**src/rtl/mem_port_arbiter.sv**
```systemverilog
// -----------------------------------------------------------------------------
// mem_port_arbiter
//
// Shares one single-port memory between an instruction-fetch requester and a
// load/store requester. Only one transaction is outstanding at a time.
//
// The data port normally wins arbitration. A streak counter tracks how many
// data grants have been made while a fetch was waiting. When the streak
// reaches STARVE_LIMIT, the waiting fetch wins the next arbitration.
//
// A transaction that sees no mem_ack for TIMEOUT busy cycles is aborted. The
// owner still gets its ready pulse, with resp_err set and rdata forced to zero,
// and the sticky bus_error flag is raised.
//
// Ports
//   clk, reset        rising-edge clock; asynchronous active-low reset
//   if_req/if_addr    fetch request (always a word read)
//   if_ready/if_rdata one-cycle completion pulse and the registered read data
//   d_req/d_we/d_addr/d_wdata/d_size
//                     load/store request
//   d_ready/d_rdata   one-cycle completion pulse and the registered read data
//   mem_*             shared memory request (held stable while busy) and the
//                     ack/rdata coming back from the memory
//   resp_err          accompanies a ready pulse that ends an aborted transaction
//   bus_error         sticky; set by any timeout, cleared only by reset
// -----------------------------------------------------------------------------
module mem_port_arbiter #(
  parameter int STARVE_LIMIT = 4,
  parameter int TIMEOUT      = 16
) (
  input  logic        clk,
  input  logic        reset,

  input  logic        if_req,
  input  logic [31:0] if_addr,
  output logic        if_ready,
  output logic [31:0] if_rdata,

  input  logic        d_req,
  input  logic        d_we,
  input  logic [31:0] d_addr,
  input  logic [31:0] d_wdata,
  input  logic [1:0]  d_size,
  output logic        d_ready,
  output logic [31:0] d_rdata,

  output logic        mem_req,
  output logic        mem_we,
  output logic [31:0] mem_addr,
  output logic [31:0] mem_wdata,
  output logic [1:0]  mem_size,
  input  logic        mem_ack,
  input  logic [31:0] mem_rdata,

  output logic        resp_err,
  output logic        bus_error
);

  localparam logic [1:0] SIZE_WORD = 2'b10;
  localparam int         STREAK_W  = $clog2(STARVE_LIMIT + 1);
  localparam int         TMO_W     = $clog2(TIMEOUT + 1);

  typedef enum logic [1:0] {
    IDLE   = 2'd0,
    BUSY_I = 2'd1,
    BUSY_D = 2'd2
  } state_t;

  state_t              state;
  state_t              state_nxt;

  logic [STREAK_W-1:0] d_streak;
  logic [TMO_W-1:0]    tmo_cnt;

  // Transaction fields captured at grant time; they feed the memory port so
  // the request stays stable for the whole transaction.
  logic                lat_we;
  logic [31:0]         lat_addr;
  logic [31:0]         lat_wdata;
  logic [1:0]          lat_size;

  logic                busy;
  logic                arb_open;
  logic                starving;
  logic                grant_i;
  logic                grant_d;
  logic                timed_out;
  logic                finish;

  // ---------------------------------------------------------------------------
  // Arbitration
  // ---------------------------------------------------------------------------
  // The IDLE cycle that carries a ready pulse is a turnaround cycle, and no
  // grant is made in it. During that cycle the completed requester still holds
  // req high, so its req cannot be told apart from a new request and is
  // ignored. The other port is held off for the same cycle. That way, a data
  // port that immediately issues its next request still competes against a
  // waiting fetch on the following cycle, which lets the starvation limit
  // decide the winner.
  assign busy      = (state != IDLE);
  assign arb_open  = (state == IDLE) && !if_ready && !d_ready;
  assign starving  = (d_streak == STREAK_W'(STARVE_LIMIT));
  assign grant_i   = arb_open && if_req && (!d_req || starving);
  assign grant_d   = arb_open && d_req && !grant_i;

  // An ack in the last allowed cycle still counts as a normal completion.
  assign timed_out = busy && !mem_ack && (tmo_cnt == TMO_W'(TIMEOUT - 1));
  assign finish    = busy && (mem_ack || timed_out);

  // ---------------------------------------------------------------------------
  // FSM state register
  // ---------------------------------------------------------------------------
  // NOTE: every register in this file is written with non-blocking
  // assignments. This way all flops sample the values from before the edge,
  // whatever order the blocks are evaluated in.
  always_ff @(posedge clk or negedge reset) begin
    if (!reset) begin
      state <= IDLE;
    end else begin
      state <= state_nxt;
    end
  end

  // ---------------------------------------------------------------------------
  // FSM next state and memory-port outputs
  // ---------------------------------------------------------------------------
  // NOTE: each signal gets its default value before the case statement. This
  // way no path leaves a signal unassigned, which would otherwise infer a latch.
  always_comb begin
    state_nxt = state;
    mem_req   = 1'b0;
    mem_we    = 1'b0;
    mem_addr  = lat_addr;
    mem_wdata = lat_wdata;
    mem_size  = lat_size;

    unique case (state)
      IDLE: begin
        if (grant_i) begin
          state_nxt = BUSY_I;
        end else if (grant_d) begin
          state_nxt = BUSY_D;
        end
      end

      BUSY_I: begin
        mem_req = 1'b1;
        if (finish) begin
          state_nxt = IDLE;
        end
      end

      BUSY_D: begin
        mem_req = 1'b1;
        mem_we  = lat_we;
        if (finish) begin
          state_nxt = IDLE;
        end
      end

      default: begin
        state_nxt = IDLE;
      end
    endcase
  end

  // ---------------------------------------------------------------------------
  // Request capture
  // ---------------------------------------------------------------------------
  always_ff @(posedge clk or negedge reset) begin
    if (!reset) begin
      lat_we    <= 1'b0;
      lat_addr  <= '0;
      lat_wdata <= '0;
      lat_size  <= '0;
    end else if (grant_i) begin
      lat_we    <= 1'b0;
      lat_addr  <= if_addr;
      lat_wdata <= '0;
      lat_size  <= SIZE_WORD;
    end else if (grant_d) begin
      lat_we    <= d_we;
      lat_addr  <= d_addr;
      lat_wdata <= d_wdata;
      lat_size  <= d_size;
    end
  end

  // ---------------------------------------------------------------------------
  // Starvation streak
  // ---------------------------------------------------------------------------
  // Counts only the data grants made while a fetch was waiting. A data grant
  // with no fetch pending resets the streak.
  always_ff @(posedge clk or negedge reset) begin
    if (!reset) begin
      d_streak <= '0;
    end else if (grant_i) begin
      d_streak <= '0;
    end else if (grant_d) begin
      if (!if_req) begin
        d_streak <= '0;
      end else if (!starving) begin
        d_streak <= d_streak + STREAK_W'(1);
      end
    end
  end

  // ---------------------------------------------------------------------------
  // Busy-cycle timeout counter
  // ---------------------------------------------------------------------------
  // Held at zero in IDLE, so each transaction starts counting from zero.
  always_ff @(posedge clk or negedge reset) begin
    if (!reset) begin
      tmo_cnt <= '0;
    end else if (!busy || finish) begin
      tmo_cnt <= '0;
    end else begin
      tmo_cnt <= tmo_cnt + TMO_W'(1);
    end
  end

  // ---------------------------------------------------------------------------
  // Completion: ready pulses, read data, error flags
  // ---------------------------------------------------------------------------
  // An aborted transaction returns zero data, whatever its direction. A write
  // that completes normally leaves d_rdata untouched.
  always_ff @(posedge clk or negedge reset) begin
    if (!reset) begin
      if_ready  <= 1'b0;
      d_ready   <= 1'b0;
      if_rdata  <= '0;
      d_rdata   <= '0;
      resp_err  <= 1'b0;
      bus_error <= 1'b0;
    end else begin
      if_ready <= 1'b0;
      d_ready  <= 1'b0;
      resp_err <= 1'b0;

      if (finish) begin
        if (state == BUSY_I) begin
          if_ready <= 1'b1;
          if_rdata <= timed_out ? 32'h0 : mem_rdata;
        end else begin
          d_ready <= 1'b1;
          if (timed_out) begin
            d_rdata <= 32'h0;
          end else if (!lat_we) begin
            d_rdata <= mem_rdata;
          end
        end

        if (timed_out) begin
          resp_err  <= 1'b1;
          bus_error <= 1'b1;
        end
      end
    end
  end

endmodule

```
**config.mk**
```make
export PLATFORM = sky130hd
export DESIGN_NAME = mem_port_arbiter
export DESIGN_NICKNAME = d
export VERILOG_FILES = /design/src/rtl/mem_port_arbiter.sv
export SDC_FILE = /design/constraint.sdc
export NUM_CORES = 1
export LEC_CHECK = 0
export CORE_MARGIN = 8
export CORE_UTILIZATION = 60
export CTS_BUF_LIST = sky130_fd_sc_hd__clkbuf_8
export DETAILED_ROUTE_END_ITERATION = 10
export DONT_BUFFER_PORTS = 1
export PLACE_DENSITY = 0.84
export SETUP_SLACK_MARGIN = 0.2
export SLEW_MARGIN = 20
export SYNTH_ARGS = -nofsm -noshare
export SYNTH_HDL_FRONTEND = slang
export SYNTH_SLANG_ARGS = --single-unit
```
**constraint.sdc**
```tcl
create_clock -name clk -period 5.9 [get_ports clk]
set_input_delay 0.295 -clock clk [delete_from_list [all_inputs] [get_ports clk]]
set_output_delay 0.295 -clock clk [all_outputs]
set_load 0.005 [all_outputs]
```
==> results of run 1 <==
==> critical path, stage by stage (launching register included) <==
cell      delay, ps
dfrtp_1         400
ha_1            230
and3_1          190
ha_1            210
o21bai_1        260
or2_2           820
o21ai_0         260
==> area by class of cell <==
class	count	area (sq um)
sequential	145	3630
fill	615	2310
multi-input combinational	372	1910
timing repair buffer	82	831
clock buffer	19	262
tap	129	161
clock inverter	13	143
inverter	10	37.5
antenna	1	2.50
==> path summary, 6_finish.rpt <==
check                         startpoint  cells past startpoint           end  slack (ps)
hold / removal             mem_rdata[21]                      2  if_rdata[21]          20
setup reg to reg              tmo_cnt[0]                      6   if_rdata[8]        3320
setup / recovery              tmo_cnt[0]                      6   if_rdata[8]        3320
min in group asynchronous          reset                      2   if_rdata[6]         500
max in group asynchronous          reset                      2  mem_addr[14]        4890
hold reg to reg               tmo_cnt[0]                      1    tmo_cnt[0]         480
==> cell usage after synthesis <==
| library cell | n | area (sq um) |
|---|---|---|
| nand2b_1 | 1 | 6.26 |
| or2_2 | 1 | 6.26 |
| o21ai_0 | 67 | 335 |
| a211o_1 | 1 | 8.76 |
| clkbuf_1 | 19 | 71.3 |
| o21ai_4 | 1 | 16.3 |
| nor3_1 | 1 | 5.00 |
| a32o_1 | 1 | 10.0 |
| or3_1 | 1 | 6.26 |
| and3_1 | 1 | 6.26 |
| nor2_8 | 1 | 20.0 |
| a22o_1 | 37 | 324 |
| xor2_1 | 1 | 8.76 |
| nand2_1 | 133 | 499 |
| buf_2 | 11 | 55.1 |
| o22ai_1 | 1 | 6.26 |
| nor3b_2 | 1 | 12.5 |
| ha_1 | 7 | 87.6 |
| xnor2_1 | 1 | 8.76 |
| dfrtp_1 | 145 | 3630 |
| and2_1 | 2 | 12.5 |
| buf_6 | 4 | 45.0 |
| inv_1 | 10 | 37.5 |
| nand3_1 | 2 | 10.0 |
| buf_1 | 2 | 7.51 |
| a21oi_1 | 64 | 320 |
| o21a_1 | 1 | 7.51 |
| o21bai_1 | 1 | 7.51 |
| a21bo_2 | 1 | 10.0 |
| buf_4 | 3 | 22.5 |
| nor2_1 | 44 | 165 |
==> power by group through the flow <==
stage	clock, mW	combinational, mW	sequential (mW)
global route	0.835	1.07	1.90
detailed placement	0	0.862	1.87
global placement	0	0.788	1.85
floorplan	0	0.745	1.70
CTS	0.785	0.916	1.86
finish	0.772	0.945	1.85
==> cells by family (layout without fill, tap and decap cells) <==
kind of cell               count (synthesis)  after routing  share of synthesized area
and+or+nand+nor                          188            188                      0.130
AOI/OAI and AO/OA                        175            175                      0.181
DFF                                      145            145                      0.629
buffers and inverters                     49            124                     0.0414
adders and majority gates                  7              7                     0.0152
xor gates and xnor gates                   2              2                    0.00304
other                                      0              1                          0
==> what timing repair did <==
action | in CTS | in global routing
hold endpoints to repair | 218 | 4
buffers inserted | 0 | 0
hold buffers | 75 | 4
==> metal layers <==
metal,wire [um],vias to the layer above,part of all wire
met4,465,0,0.028
met1,5660,2151,0.34
met3,1760,40,0.11
met2,8730,266,0.53
li1,-,2025,-
met5,0,-,0
==> flip-flops by register name (all words and copies together), names as in the netlist, 2 cells and up <==
signal	cells
mem_wdata	32
mem_addr	32
d_rdata	32
state	2
if_rdata	32
tmo_cnt	5
d_streak	3
mem_size	2
==> metrics by stage <==
| step | cells | setup slack [ps] | total power, mW |
|---|---|---|---|
| final | 771 | 3320 | 3.57 |
| after global routing | 771 | 3120 | 3.81 |
| after CTS | 766 | 3340 | 3.56 |
| after detailed placement | 659 | 3350 | 2.73 |
| after global placement | 659 | 3520 | 2.64 |
| after floorplan | 566 | 3960 | 2.45 |
==> impl_metrics.toml, run 1 <==
[yosys]
yosys_warnings = 0
netlist_area_sq_um = 5770
avgSynthCellArea_sq_um = 10.2
synth_cell_types = 31
synth_seq_cells = 145
synthCells = 566
synthesis.nets = 709
ys_seq_area_frac = 0.629

[timing]
hold_viol_final = 0
period_needed_ps = 2580
tightest_slew_ps = 988
setup_viol = 0
max_freq_mhz = 387
min_period_over_period = 0.438
final_max_slew_viol_count = 0
rsz0062_at_grt = "no"
fin_setup_tns_ps = 0
clock_skew_ps = 12.6
timing.hold.ws_ps = 18.4
relSlewSlack = 0.341

[cells_and_area]
final_common_cell = "dfrtp_1"
final_util = 0.751
finalInstanceArea_sq_um = 6970
areaGrowthSynthToFinish_pct = 20.9
drive_gt1_frac = 0.0686
final_cell_mix = "145 x dfrtp_1, 131 x nand2_1, 78 x dlygate4sd3_1"
fin_nets = 771

[power]
peakVddDrop_mv = 0.312
pwr-share-comb = 0.265
power_frac_clock = 0.216
p_sw_frac = 0.388
intPower_mw = 2.18
pwr-share-seq = 0.519
p_sw_mw = 1.39
cellLeakagePower_nw = 3.33
power_density_nw_per_um2 = 512

[floorplanning]
core_sq_um = 9280
die_h_um = 114
dieArea_sq_um = 13000
fp-row-count = 35
die_w_um = 114
boundaryPins = 272
start_util = 0.621

[placed_design]
portBuffers = 0
place.gp.congestion = 0.823
dp_hpwl_um = 10800
dpl-instance-area_sq_um = 5750

[global_routing]
use_met2 = 0.432
grt_max_degree = 146
grt_pass1_wl_um = 25200
grt_pass1_vias = 4658
use_met3 = 0.105
grt_use_total = 0.250
grt.busiest_layer = "met2"
antenna_found_initial = 1
use_met1 = 0.261
overflow = 0

[run_status]
status = "finished clean"

[drt]
wl_per_cell_um = 21.5
totalWireLength_um = 16600
drtAntennaViolNets = 0
first_iter_violations = 432
drc_errors = 0
vias = 4482
viasPerCell = 5.81
drtPass1Iterations = 5

[run]
drv_cap = 0

[worst_setup_path]
endpoint_kind = "register"
critical_path_class = "register to register"
crit_fanout = 65
cp.required_ps = 6140
start_kind = "register"
critPathArrivalTime_ps = 2830

[hold_path]
min_path_type = "input pin to register"

[cts]
clkLatencyLatePin_ps = 430
clkTransAtPathRegs_ps = 90
clock-sinks = 145
cts_tree = "yes"
root_buffer = "clkbuf_8"
cts.path.max_buffers = 2
h-tree-depth = 4
numCtsBuffers = 17
cts-resized-gates = 0
No activity file was read; power rests on OpenSTA's default activity.
==> inputs of run 2 (changes only) <==
Clock period 5.9 ns to 2.6 ns, I/O delays scaled along.
==> run 2 against run 1 <==
The run now ends with hold timing left. Sequential share of layout area is 3.9 points lower. First-iteration DRC count grew 26%. Worst setup slack got worse by 2800 ps. Clock-buffer cell count fell by 1. Clock skew rose by 3.9 ps. Clock power grew 110%. Critical path type unchanged. Largest power group unchanged.
==> impl_metrics.toml, run 2 (same netlist as run 1, synthesis figures left out) <==
[cells_and_area]
final_common_cell = "dfrtp_1"
fin_nets = 830
final_cell_mix = "145 x dfrtp_1, 134 x dlygate4sd3_1, 133 x nand2_1"
final_util = 0.811
areaGrowthSynthToFinish_pct = 30.6
drive_gt1_frac = 0.0614

[cts]
clock-sinks = 145
clkTransAtPathRegs_ps = 80
h-tree-depth = 4
cts_setup_buffers = 0
numCtsBuffers = 17
root_buffer = "clkbuf_8"
cts.path.max_buffers = 2
clkLatencyLatePin_ps = 420
cts_tree = "yes"
postCtsHoldBufs = 134

[timing]
tightest_slew_ps = 710
setup_viol = 0
max_freq_mhz = 469
relSlewSlack = 0.527
period_needed_ps = 2130
final_max_slew_viol_count = 0
hold_viol_final = 145
timing.hold.ws_ps = -606
fin_setup_tns_ps = 0
rsz0062_at_grt = "no"
clock_skew_ps = 16.5
min_period_over_period = 0.820

[drt]
first_iter_violations = 543
vias = 4958
totalWireLength_um = 18500
viasPerCell = 5.96
drc_errors = 0
drtAntennaViolNets = 0
wl_per_cell_um = 22.2
drtPass1Iterations = 6

[worst_setup_path]
start_kind = "register"
cp_common_cell = "a21oi_1"
slowest_stage = "buf_4"
crit_fanout = 69
crit_chain = "inv_1 -> ha_1 -> nor3b_2 -> o21ai_4 -> buf_4 -> a21oi_1 -> a21oi_1"
cpPeakStageDelay_ps = 610
critPathArrivalTime_ps = 2460
regToRegSetupSlack_ps = 470
critical_path_class = "register to register"
r2r_cells = 7
cp.required_ps = 2930
endpoint_kind = "register"
worstReg2RegStart = "state[0]"
r2r_end = "mem_addr[17]"

[placed_design]
portBuffers = 0
place.gp.congestion = 0.847
dp_hpwl_um = 10600

[power]
power_density_nw_per_um2 = 1080
intPower_mw = 4.99
cellLeakagePower_nw = 3.56
p_sw_mw = 3.18
peakVddDrop_mv = 0.572
p_sw_frac = 0.389
pwr-share-seq = 0.519
pwr-share-comb = 0.279
power_frac_clock = 0.203

[global_routing]
antenna_found_initial = 3
grt_max_degree = 146
grt_use_total = 0.282
grt_pass1_wl_um = 28400
overflow = 0
grt_pass1_vias = 5270

[floorplanning]
die_w_um = 114
die_h_um = 114
boundaryPins = 272
start_util = 0.621
core_sq_um = 9280
fp-row-count = 35
dieArea_sq_um = 13000

[run_status]
violations = "hold timing"
status = "finished, violations left"

[run]
drv_cap = 0

[hold_path]
min_path_type = "input pin to asynchronous set/reset pin"
## run 2: cell types whose count changed in the layout (fill, tap and decap cells not counted), sizes merged
cell,before,now
clkbuf,19,18
dlygate4sd3,78,134
clkinvlp,2,4
buf,4,7
diode,1,3
inv,17,16
## run 2: worst max-delay path, delay by kind of cell (launching register included)
family                     cells  cell delay [ps]
and+or+nand+nor                1              210
adders and majority gates      1              240
buffers and inverters          2              680
AOI/OAI and AO/OA              3              510
DFF                            1              380
## run 2: worst max-delay path by stage
| stage | start | end | slack, ps | depth (start not counted) |
|---|---|---|---|---|
| after detailed placement | state[0] | mem_addr[7] | 540 | 7 |
| final | state[0] | mem_addr[17] | 470 | 7 |
| after global routing | state[1] | mem_addr[6] | 300 | 7 |
| after CTS | state[0] | mem_addr[7] | 540 | 7 |
| after floorplan | tmo_cnt[0] | if_rdata[24] | 660 | 9 |
| after global placement | state[0] | mem_addr[7] | 630 | 7 |
## run 2: through the flow
stage          cells  hold WS [ps]  power, mW  setup slack (ps)  cell area [sq um]
6_report         832          -606       8.16               469               7530
5_1_grt          832          -650       8.67               299               7530
4_1_cts          829          -630       8.02               536               7520
3_5_place_dp     663          -162       6.20               536               5810
3_3_place_gp     663          -162       6.01               631               5810
2_1_floorplan    566          -166       5.55               661               5770
## run 2: cell type report
cell class / count / area [sq um]
sequential: 145 / 3630
inverter: 10 / 37.5
multi-input combinational: 372 / 1900
clock inverter: 14 / 129
timing repair buffer: 141 / 1420
clock buffer: 18 / 248
tap: 129 / 161
antenna: 3 / 7.51
fill: 508 / 1750
## run 2: repair_timing
| item | in CTS | in global routing |
|---|---|---|
| endpoints found under the setup margin | 0 | 0 |
| endpoints found under the hold margin | 286 | 145 |
| gates resized for setup | 0 | 0 |
## run 2: metal layers
layer / GRT usage / vias to the layer above / wire length, um
li1: - / 2145 / -
met1: 0.290 / 2376 / 6140
met2: 0.481 / 365 / 9460
met3: 0.119 / 72 / 2110
met4: 0.150 / 0 / 780
met5: 0 / - / 0
## run 2: power by group through the flow
stage	Sequential (mW)	Clock [mW]	Combinational [mW]
after CTS	4.20	1.70	2.12
final	4.23	1.65	2.28
after global routing	4.33	1.79	2.55
after detailed placement	4.22	0	1.98
after global placement	4.20	0	1.81
after floorplan	3.86	0	1.69
